===== config.mk =====
export PLATFORM = sky130hd
export DESIGN_NAME = ext_irq_ctrl_flat
export DESIGN_NICKNAME = d
export VERILOG_FILES = /design/src/rtl/irq_pkg.sv /design/src/rtl/ext_irq_ctrl_if.sv /design/src/rtl/irq_prio_enc.sv /design/src/rtl/ext_irq_ctrl.sv /design/src/flat_wrapper.sv
export SDC_FILE = /design/constraint.sdc
export NUM_CORES = 1
export LEC_CHECK = 0
export ABC_AREA = 1
export CORE_UTILIZATION = 46
export DETAILED_ROUTE_END_ITERATION = 6
export MAX_ROUTING_LAYER = met4
export PLACE_DENSITY = 0.91
export SYNTH_ARGS = -nofsm -noshare
export SYNTH_HDL_FRONTEND = slang
export SYNTH_SLANG_ARGS = --single-unit
export TNS_END_PERCENT = 50

===== constraint.sdc =====
create_clock -name clk -period 2.4 [get_ports clk]
set_input_delay 0.72 -clock clk [delete_from_list [all_inputs] [get_ports clk]]
set_output_delay 0.72 -clock clk [all_outputs]
set_load 0.005 [all_outputs]

===== src/rtl/irq_pkg.sv =====
// Shared types for the external interrupt controller.
// Holds the handshake FSM state encoding and the source-count ceiling.
package irq_pkg;

    localparam int MAX_SRC = 16;

    typedef enum logic [1:0] {
        IDLE    = 2'd0,
        ASSERT  = 2'd1,
        SERVICE = 2'd2
    } irq_state_e;

endpackage


===== src/rtl/ext_irq_ctrl_if.sv =====
// Core-side ExtIRQ/ExtIAck/ERet handshake bundle.
// master = interrupt controller, slave = processor core.
interface ext_irq_ctrl_if #(
    parameter int N_SRC = 4
);
    localparam int ID_W = $clog2(N_SRC);

    logic            ExtIRQ;
    logic [ID_W-1:0] IrqId;
    logic            ExtIAck;
    logic            ERet;

    modport master (
        output ExtIRQ,
        output IrqId,
        input  ExtIAck,
        input  ERet
    );

    modport slave (
        input  ExtIRQ,
        input  IrqId,
        output ExtIAck,
        output ERet
    );

endinterface


===== src/rtl/irq_prio_enc.sv =====
// Lowest-index-first priority encoder.
// Bit 0 is the highest priority request.
module irq_prio_enc #(
    parameter  int N_SRC = 4,
    localparam int ID_W  = $clog2(N_SRC)
) (
    input  logic [N_SRC-1:0] req,
    output logic             valid,
    output logic [ID_W-1:0]  idx
);

    // Scan from the top down so the lowest set index is the last write.
    always_comb begin
        valid = |req;
        idx   = '0;
        for (int i = N_SRC - 1; i >= 0; i--) begin
            if (req[i]) begin
                idx = ID_W'(i);
            end
        end
    end

endmodule


===== src/rtl/ext_irq_ctrl.sv =====
// External interrupt controller: edge-latches peripheral lines, masks,
// picks one and runs the non-nesting ExtIRQ/ExtIAck/ERet handshake.
module ext_irq_ctrl
    import irq_pkg::*;
#(
    parameter  int N_SRC = 4,
    localparam int ID_W  = $clog2(N_SRC)
) (
    input  logic             clk,
    input  logic             reset,
    input  logic [N_SRC-1:0] irq_in,
    input  logic             en_we,
    input  logic [N_SRC-1:0] en_wdata,
    ext_irq_ctrl_if.master   core,
    output logic [N_SRC-1:0] pending,
    output logic             busy
);

    if (N_SRC < 2 || N_SRC > MAX_SRC) begin : g_bad_n_src
        $error("ext_irq_ctrl: N_SRC out of range");
    end

    irq_state_e       state_q, state_d;
    logic             ext_irq_q, ext_irq_d;
    logic [ID_W-1:0]  irq_id_q, irq_id_d;
    logic [N_SRC-1:0] pend_q, pend_d;
    logic [N_SRC-1:0] enable_q;
    logic [N_SRC-1:0] prev_q;
    logic [N_SRC-1:0] rise;
    logic [N_SRC-1:0] cand;
    logic [N_SRC-1:0] clr;
    logic             win_valid;
    logic [ID_W-1:0]  win_id;

    assign rise = irq_in & ~prev_q;
    assign cand = pend_q & enable_q;

    irq_prio_enc #(
        .N_SRC (N_SRC)
    ) u_prio (
        .req   (cand),
        .valid (win_valid),
        .idx   (win_id)
    );

    // Handshake next-state; a fresh edge on the acked bit beats the clear.
    always_comb begin
        state_d   = state_q;
        ext_irq_d = ext_irq_q;
        irq_id_d  = irq_id_q;
        clr       = '0;
        unique case (state_q)
            IDLE: begin
                if (win_valid) begin
                    state_d   = ASSERT;
                    ext_irq_d = 1'b1;
                    irq_id_d  = win_id;
                end
            end
            ASSERT: begin
                if (core.ExtIAck) begin
                    state_d   = SERVICE;
                    ext_irq_d = 1'b0;
                    clr       = {{(N_SRC-1){1'b0}}, 1'b1} << irq_id_q;
                end
            end
            SERVICE: begin
                if (core.ERet) begin
                    state_d = IDLE;
                end
            end
            default: begin
                state_d   = IDLE;
                ext_irq_d = 1'b0;
            end
        endcase
        pend_d = (pend_q & ~clr) | rise;
    end

    // State, edge history, pending, enable; reset abandons any handshake.
    always_ff @(posedge clk) begin
        if (reset) begin
            state_q   <= IDLE;
            ext_irq_q <= 1'b0;
            irq_id_q  <= '0;
            pend_q    <= '0;
            enable_q  <= '0;
            prev_q    <= '0;
        end else begin
            state_q   <= state_d;
            ext_irq_q <= ext_irq_d;
            irq_id_q  <= irq_id_d;
            pend_q    <= pend_d;
            prev_q    <= irq_in;
            if (en_we) begin
                enable_q <= en_wdata;
            end
        end
    end

    assign core.ExtIRQ = ext_irq_q;
    assign core.IrqId  = irq_id_q;
    assign pending     = pend_q;
    assign busy        = (state_q != IDLE);

endmodule


===== src/flat_wrapper.sv =====
// flat-port wrapper written by rule: the top's interface ports become plain ports
module ext_irq_ctrl_flat import irq_pkg::*;
#(
    parameter  int N_SRC = 4,
    localparam int ID_W  = $clog2(N_SRC)
)
  (clk, reset, irq_in, en_we, en_wdata, pending, busy, core_ExtIRQ, core_IrqId, core_ExtIAck, core_ERet);
  ext_irq_ctrl_if #(.N_SRC(N_SRC)) core_i ();
  input  logic clk;
  input  logic reset;
  input  logic [N_SRC-1:0] irq_in;
  input  logic en_we;
  input  logic [N_SRC-1:0] en_wdata;
  output logic [N_SRC-1:0] pending;
  output logic busy;
  output wire logic [$bits(core_i.ExtIRQ)-1:0] core_ExtIRQ;
  output wire logic [$bits(core_i.IrqId)-1:0] core_IrqId;
  input wire logic [$bits(core_i.ExtIAck)-1:0] core_ExtIAck;
  input wire logic [$bits(core_i.ERet)-1:0] core_ERet;
  assign core_ExtIRQ = core_i.ExtIRQ;
  assign core_IrqId = core_i.IrqId;
  assign core_i.ExtIAck = core_ExtIAck;
  assign core_i.ERet = core_ERet;
  ext_irq_ctrl #(.N_SRC(N_SRC)) u_core (.clk(clk), .reset(reset), .irq_in(irq_in), .en_we(en_we), .en_wdata(en_wdata), .core(core_i), .pending(pending), .busy(busy));
endmodule

==> impl_metrics.csv, run 1 <==
group,metric,value,unit
drt,first_pass_iters,4,
global_routing,grt_overflow_total,0,
die,dieArea,1580,sq um
worst_setup_path,start_kind,"register",
clock_network,clk_latency,290,ps
synthesis,ys_types,14,
synthesis,syn_inst,87,
die,ios,21,
placed_design,placed_cells,122,
timing,setup_tns,0,ps
cells_and_area,final_nets,125,
power_and_ir_drop,powerDensity,652,nW/um^2
timing,clock_skew,4.49,ps
clock_network,cts_tree,"yes",
global_routing,grt_first_pass_wirelength,2.29,mm
synthesis,syn_nets,100,
synthesis,yosys-top-cells-area,"dfxtp_1, nand2_1, nor2_1",
synthesis,netlist_area,656,sq um
worst_setup_path,worstPathArrival,1430,ps
cells_and_area,drive_gt1_frac,0.0631,
global_routing,met2_usage,0.389,
clock_network,postCtsSetupBuffers,0,
min_path,hp-class,"reg2reg",
timing,rsz0062_at_grt,"false",
worst_setup_path,worstSetupPathType,"reg2out",
drt,vias,641,
status,run_status,"finished, final reports clean",
global_routing,met1_usage,0.246,
clock_network,cts_buffer_depth,2,
die,start_util,0.498,
cells_and_area,fillers,107,
worst_setup_path,crit_start,"u_core.state_q[1]",
placed_design,gp_congestion,0.815,
worst_setup_path,end_kind,"output pin",
worst_setup_path,critPathMaxFanout,5,
timing,relSlewSlack,0.796,
clock_network,clockRootBuffer,"clkbuf_4",
timing,drv_slew,0,
worst_setup_path,rr_startpoint,"u_core.state_q[1]",
global_routing,grtUsageMet3,0.0511,
synthesis,yosys.area.top_type,"dfxtp_1",
power_and_ir_drop,p_leak,0.406,nW
timing,fin_crit,2150,ps
drt,drc_errors,0,
drt,routed_wl,1.42,mm
drt,via_per_inst,5.09,
min_path,hp-start,"u_core.prev_q[3]",
global_routing,grt_antenna_before_repair,0,
timing,tightest_slew,305,ps
clock_network,cts.repair.resized,0,
timing,fin_crit_sh,0.896,
global_routing,grt_usage,0.230,
synthesis,avgSynthCellArea,7.54,sq um
placed_design,io_buffers,20,
clock_network,cts.reportedPaths.clkPinSlew,100,ps
clock_network,numCtsBuffers,3,
drt,ant_nets,0,
clock_network,htreeDepth,1,
synthesis,ys_seq_area_frac,0.519,
run,cap_viol_max_count,0,
clock_network,clock-sinks,17,
cells_and_area,num_antenna_cells,0,
cells_and_area,area_delta_synth_final,37.8,%
timing,finalSetupViolCount,0,
synthesis,yosys_warnings,0,
die,die_h,39.8,microns
global_routing,first_global_vias,581,
clock_network,cts-hold-fix-buffers,0,
cells_and_area,final_core_util,0.686,
power_and_ir_drop,ir_drop,0.424,mV
synthesis,ys_ff_latch,17,
synthesis,synth.top_cell.area_share,0.519,
placed_design,dpl.hpwl,1.12,mm
drt,routedWlPerCell,11.3,microns
die,core,1320,sq um
die,die_width,39.8,microns
die,rows,13,
cells_and_area,layout.cells.non_filler,126,
worst_setup_path,worstPathRequired,1680,ps
global_routing,grt_max_degree,10,
timing,max_freq,465,MHz
timing,hold_viol_final,0,
drt,drtIter0Drc,12,
global_routing,grt.busiest_layer,"met2",
## cell families (layout without fill, tap and decap cells)
family	Yosys count	in the layout	share of synthesized area
AND/OR/NAND/NOR	38	38	0.240
AO/OA/AOI/OAI	19	19	0.164
buffers and inverters	13	37	0.0763
flip-flops	17	17	0.519
## power by group
| part | internal (W) | switching, W | leakage, nW |
|---|---|---|---|
| Combinational | 0.0000635 | 0.0000509 | 0.250 |
| Sequential | 0.000305 | 0.0000161 | 0.141 |
| Clock | 0.0000647 | 0.0000887 | 0.0150 |
| Total | 0.000433 | 0.000156 | 0.406 |
## through the flow
step / power [W] / setup slack (ps) / hold WS, ps / instance area, sq um
2_1_floorplan: 0.000378 / 1050 / 408 / 656
3_3_place_gp: 0.000436 / 601 / 411 / 877
3_5_place_dp: 0.000442 / 567 / 424 / 877
4_1_cts: 0.000592 / 238 / 438 / 903
5_1_grt: 0.000620 / 174 / 450 / 903
6_report: 0.000589 / 250 / 438 / 903
## synth_stat cells
| library cell | count |
|---|---|
| nor2_4 | 1 |
| buf_2 | 1 |
| inv_1 | 12 |
| o21ai_2 | 1 |
| o21ai_0 | 8 |
| a21boi_0 | 1 |
| dfxtp_1 | 17 |
| or2_2 | 1 |
| nand3_1 | 4 |
| o22ai_1 | 3 |
| nor2_1 | 16 |
| nand2_1 | 16 |
| a211oi_1 | 1 |
| a21oi_1 | 5 |
## path summary, 6_finish.rpt
path,slack [ps],cells past startpoint,to
max,250,3,busy
min reg2reg,440,1,u_core.pending[3]
max reg2reg,1290,4,u_core.core.IrqId[0]
min,440,1,u_core.pending[3]
## state kept, by name (all words and copies together), names as in the netlist
register / count
u_core.state_q: 2
u_core.core.IrqId: 2
u_core.core.ExtIRQ: 1
u_core.enable_q: 4
u_core.prev_q: 4
u_core.pending: 4
## critical path, cell delays in order (launching register included)
cell	delay (ps)
dfxtp_1	360
nor2_1	260
inv_1	70
clkdlybuf4s50_1	440
## final cells by class
cell class	count	area (sq um)	area share
sequential	17	340	0.377
inverter	12	45.0	0.0499
multi-input combinational	57	265	0.294
tap	15	18.8	0.0208
timing repair buffer	21	208	0.230
clock buffer	4	26.3	0.0291
## cells in the final DEF (no fill, tap or decap), types with 3 or more instances in the layout
master           instances
o21ai_0                  8
a21oi_1                  5
inv_1                   12
o22ai_1                  3
clkbuf_4                 3
dfxtp_1                 17
nand3_1                  4
nor2_1                  16
nand2_1                 16
clkdlybuf4s50_1         20
## metal layers
layer / up-vias / part of all wire
met5: - / 0
met4: 0 / 0.016
met3: 4 / 0.075
met2: 29 / 0.49
met1: 281 / 0.42
li1: 327 / -
Note: power is estimated with default switching activity, not from simulation.
==> run 2: changes to the inputs <==
--- a/config.mk
+++ b/config.mk
@@ -8,6 +8,7 @@
 export ABC_AREA = 1
 export CORE_UTILIZATION = 46
 export DETAILED_ROUTE_END_ITERATION = 6
+export GPL_ROUTABILITY_DRIVEN = 1
 export MAX_ROUTING_LAYER = met4
 export PLACE_DENSITY = 0.91
 export SYNTH_ARGS = -nofsm -noshare
==> results of run 2 <==
The final DEF is identical to that of run 1; final timing and power are the same.
==> run 3: changes to the inputs <==
--- a/config.mk
+++ b/config.mk
@@ -6,11 +6,13 @@
 export NUM_CORES = 1
 export LEC_CHECK = 0
 export ABC_AREA = 1
-export CORE_UTILIZATION = 46
+export CELL_PAD_IN_SITES_DETAIL_PLACEMENT = 2
+export CELL_PAD_IN_SITES_GLOBAL_PLACEMENT = 2
+export CORE_UTILIZATION = 25
 export DETAILED_ROUTE_END_ITERATION = 6
 export GPL_ROUTABILITY_DRIVEN = 1
 export MAX_ROUTING_LAYER = met4
-export PLACE_DENSITY = 0.91
+export PLACE_DENSITY = 0.9
 export SYNTH_ARGS = -nofsm -noshare
 export SYNTH_HDL_FRONTEND = slang
 export SYNTH_SLANG_ARGS = --single-unit
==> impl_metrics.csv, run 3 (synthesis results as in run 1) <==
group,metric,value,unit
status,run_status,"finished, final reports clean",
worst_setup_path,end_kind,"output pin",
die,start_util,0.265,
clock_network,cts.repair.resized,0,
die,die_width,53.2,microns
worst_setup_path,worstPathRequired,1680,ps
clock_network,clock-sinks,17,
cells_and_area,final_nets,125,
timing,clock_skew,6.43,ps
timing,max_freq,464,MHz
clock_network,htreeDepth,1,
drt,first_pass_iters,4,
clock_network,cts_buffer_depth,2,
drt,ant_nets,0,
placed_design,io_buffers,20,
clock_network,clk_latency,290,ps
cells_and_area,final_common_cell,"clkdlybuf4s50_1",
drt,vias,666,
cells_and_area,final_core_util,0.372,
placed_design,dpl.hpwl,1.58,mm
global_routing,grt_overflow_total,0,
cells_and_area,area_delta_synth_final,40.6,%
die,dieArea,2830,sq um
clock_network,cts.reportedPaths.clkPinSlew,110,ps
die,core,2480,sq um
global_routing,grt_first_pass_wirelength,3.28,mm
cells_and_area,mostFrequentLayoutCells,"clkdlybuf4s50_1, dfxtp_1, nor2_1, nand2_1, inv_1",
run,cap_viol_max_count,0,
drt,routed_wl,1.92,mm
timing,tightest_slew,328,ps
global_routing,grt_max_degree,10,
worst_setup_path,start_kind,"register",
timing,fin_crit_sh,0.897,
die,rows,18,
placed_design,pre_cts_slack,565,ps
clock_network,clockRootBuffer,"clkbuf_4",
global_routing,grt_usage,0.174,
worst_setup_path,rr_startpoint,"u_core.state_q[1]",
timing,setup_slack,247,ps
timing,relSlewSlack,0.780,
die,die_h,53.2,microns
drt,via_per_inst,4.72,
worst_setup_path,worstPathArrival,1430,ps
clock_network,cts-hold-fix-buffers,0,
timing,fin_crit,2150,ps
min_path,hp-start,"u_core.prev_q[3]",
timing,setup_tns,0,ps
clock_network,postCtsSetupBuffers,0,
drt,drtIter0Drc,13,
die,ios,21,
power_and_ir_drop,powerDensity,651,nW/um^2
timing,finalSetupViolCount,0,
cells_and_area,num_antenna_cells,0,
global_routing,grt_antenna_before_repair,0,
power_and_ir_drop,ir_drop,0.301,mV
cells_and_area,layout.cells.non_filler,141,
placed_design,placed_cells,137,
worst_setup_path,critPathMaxFanout,5,
clock_network,cts_tree,"yes",
drt,drc_errors,0,
cells_and_area,finalInstanceArea,922,sq um
power_and_ir_drop,p_leak,0.406,nW
min_path,hp-class,"reg2reg",
timing,hold_viol_final,0,
timing,rsz0062_at_grt,"false",
cells_and_area,drive_gt1_frac,0.0631,
timing,drv_slew,0,
placed_design,post_dp_cell_area,896,sq um
worst_setup_path,worstSetupPathType,"reg2out",
drt,routedWlPerCell,13.6,microns
global_routing,first_global_vias,713,
worst_setup_path,crit_start,"u_core.state_q[1]",
clock_network,numCtsBuffers,3,
placed_design,gp_congestion,0.699,
run 3: cell counts in the layout (fill, tap and decap cells not counted):
No cell type changed its count.
run 3: path summary, 6_finish.rpt:
path,end,slack (ps),depth (start not counted)
max reg2reg,u_core.core.IrqId[0],1250,4
max,busy,250,3
min,u_core.pending[3],440,1
min reg2reg,u_core.pending[3],440,1
run 3: metrics by stage:
step | total power, W | hold WS (ps)
finish | 0.000601 | 441
global route | 0.000647 | 440
floorplan | 0.000378 | 408
global placement | 0.000440 | 411
CTS | 0.000607 | 448
detailed placement | 0.000451 | 430
run 3: report_power, final:
part	internal, W	switching [W]	leakage [nW]
combinational	0.0000636	0.0000548	0.250
clock	0.0000646	0.0000934	0.0150
sequential	0.000305	0.0000190	0.141
run 3: routing by layer:
| layer | global-route usage | share of wire | vias to the layer above | routed length, microns |
|---|---|---|---|---|
| met1 | 0.176 | 0.39 | 323 | 745 |
| li1 | - | - | 331 | - |
| met4 | 0.0921 | 0.0057 | 0 | 11 |
| met5 | - | 0 | - | 0 |
| met3 | 0.0402 | 0.030 | 2 | 57 |
| met2 | 0.308 | 0.58 | 10 | 1100 |
run 3: cell type report:
type / instances / area, sq um
well taps: 30 / 37.5
inverters: 12 / 45.0
multi-input cells: 57 / 265
flip-flops and latches: 17 / 340
clock buffers: 4 / 26.3
repair buffers: 21 / 208
fillers: 303 / 1560
run 3: critical path: stages (launching register included):
cell,delay [ps]
dfxtp_1,360
nor2_1,280
inv_1,70
clkdlybuf4s50_1,440
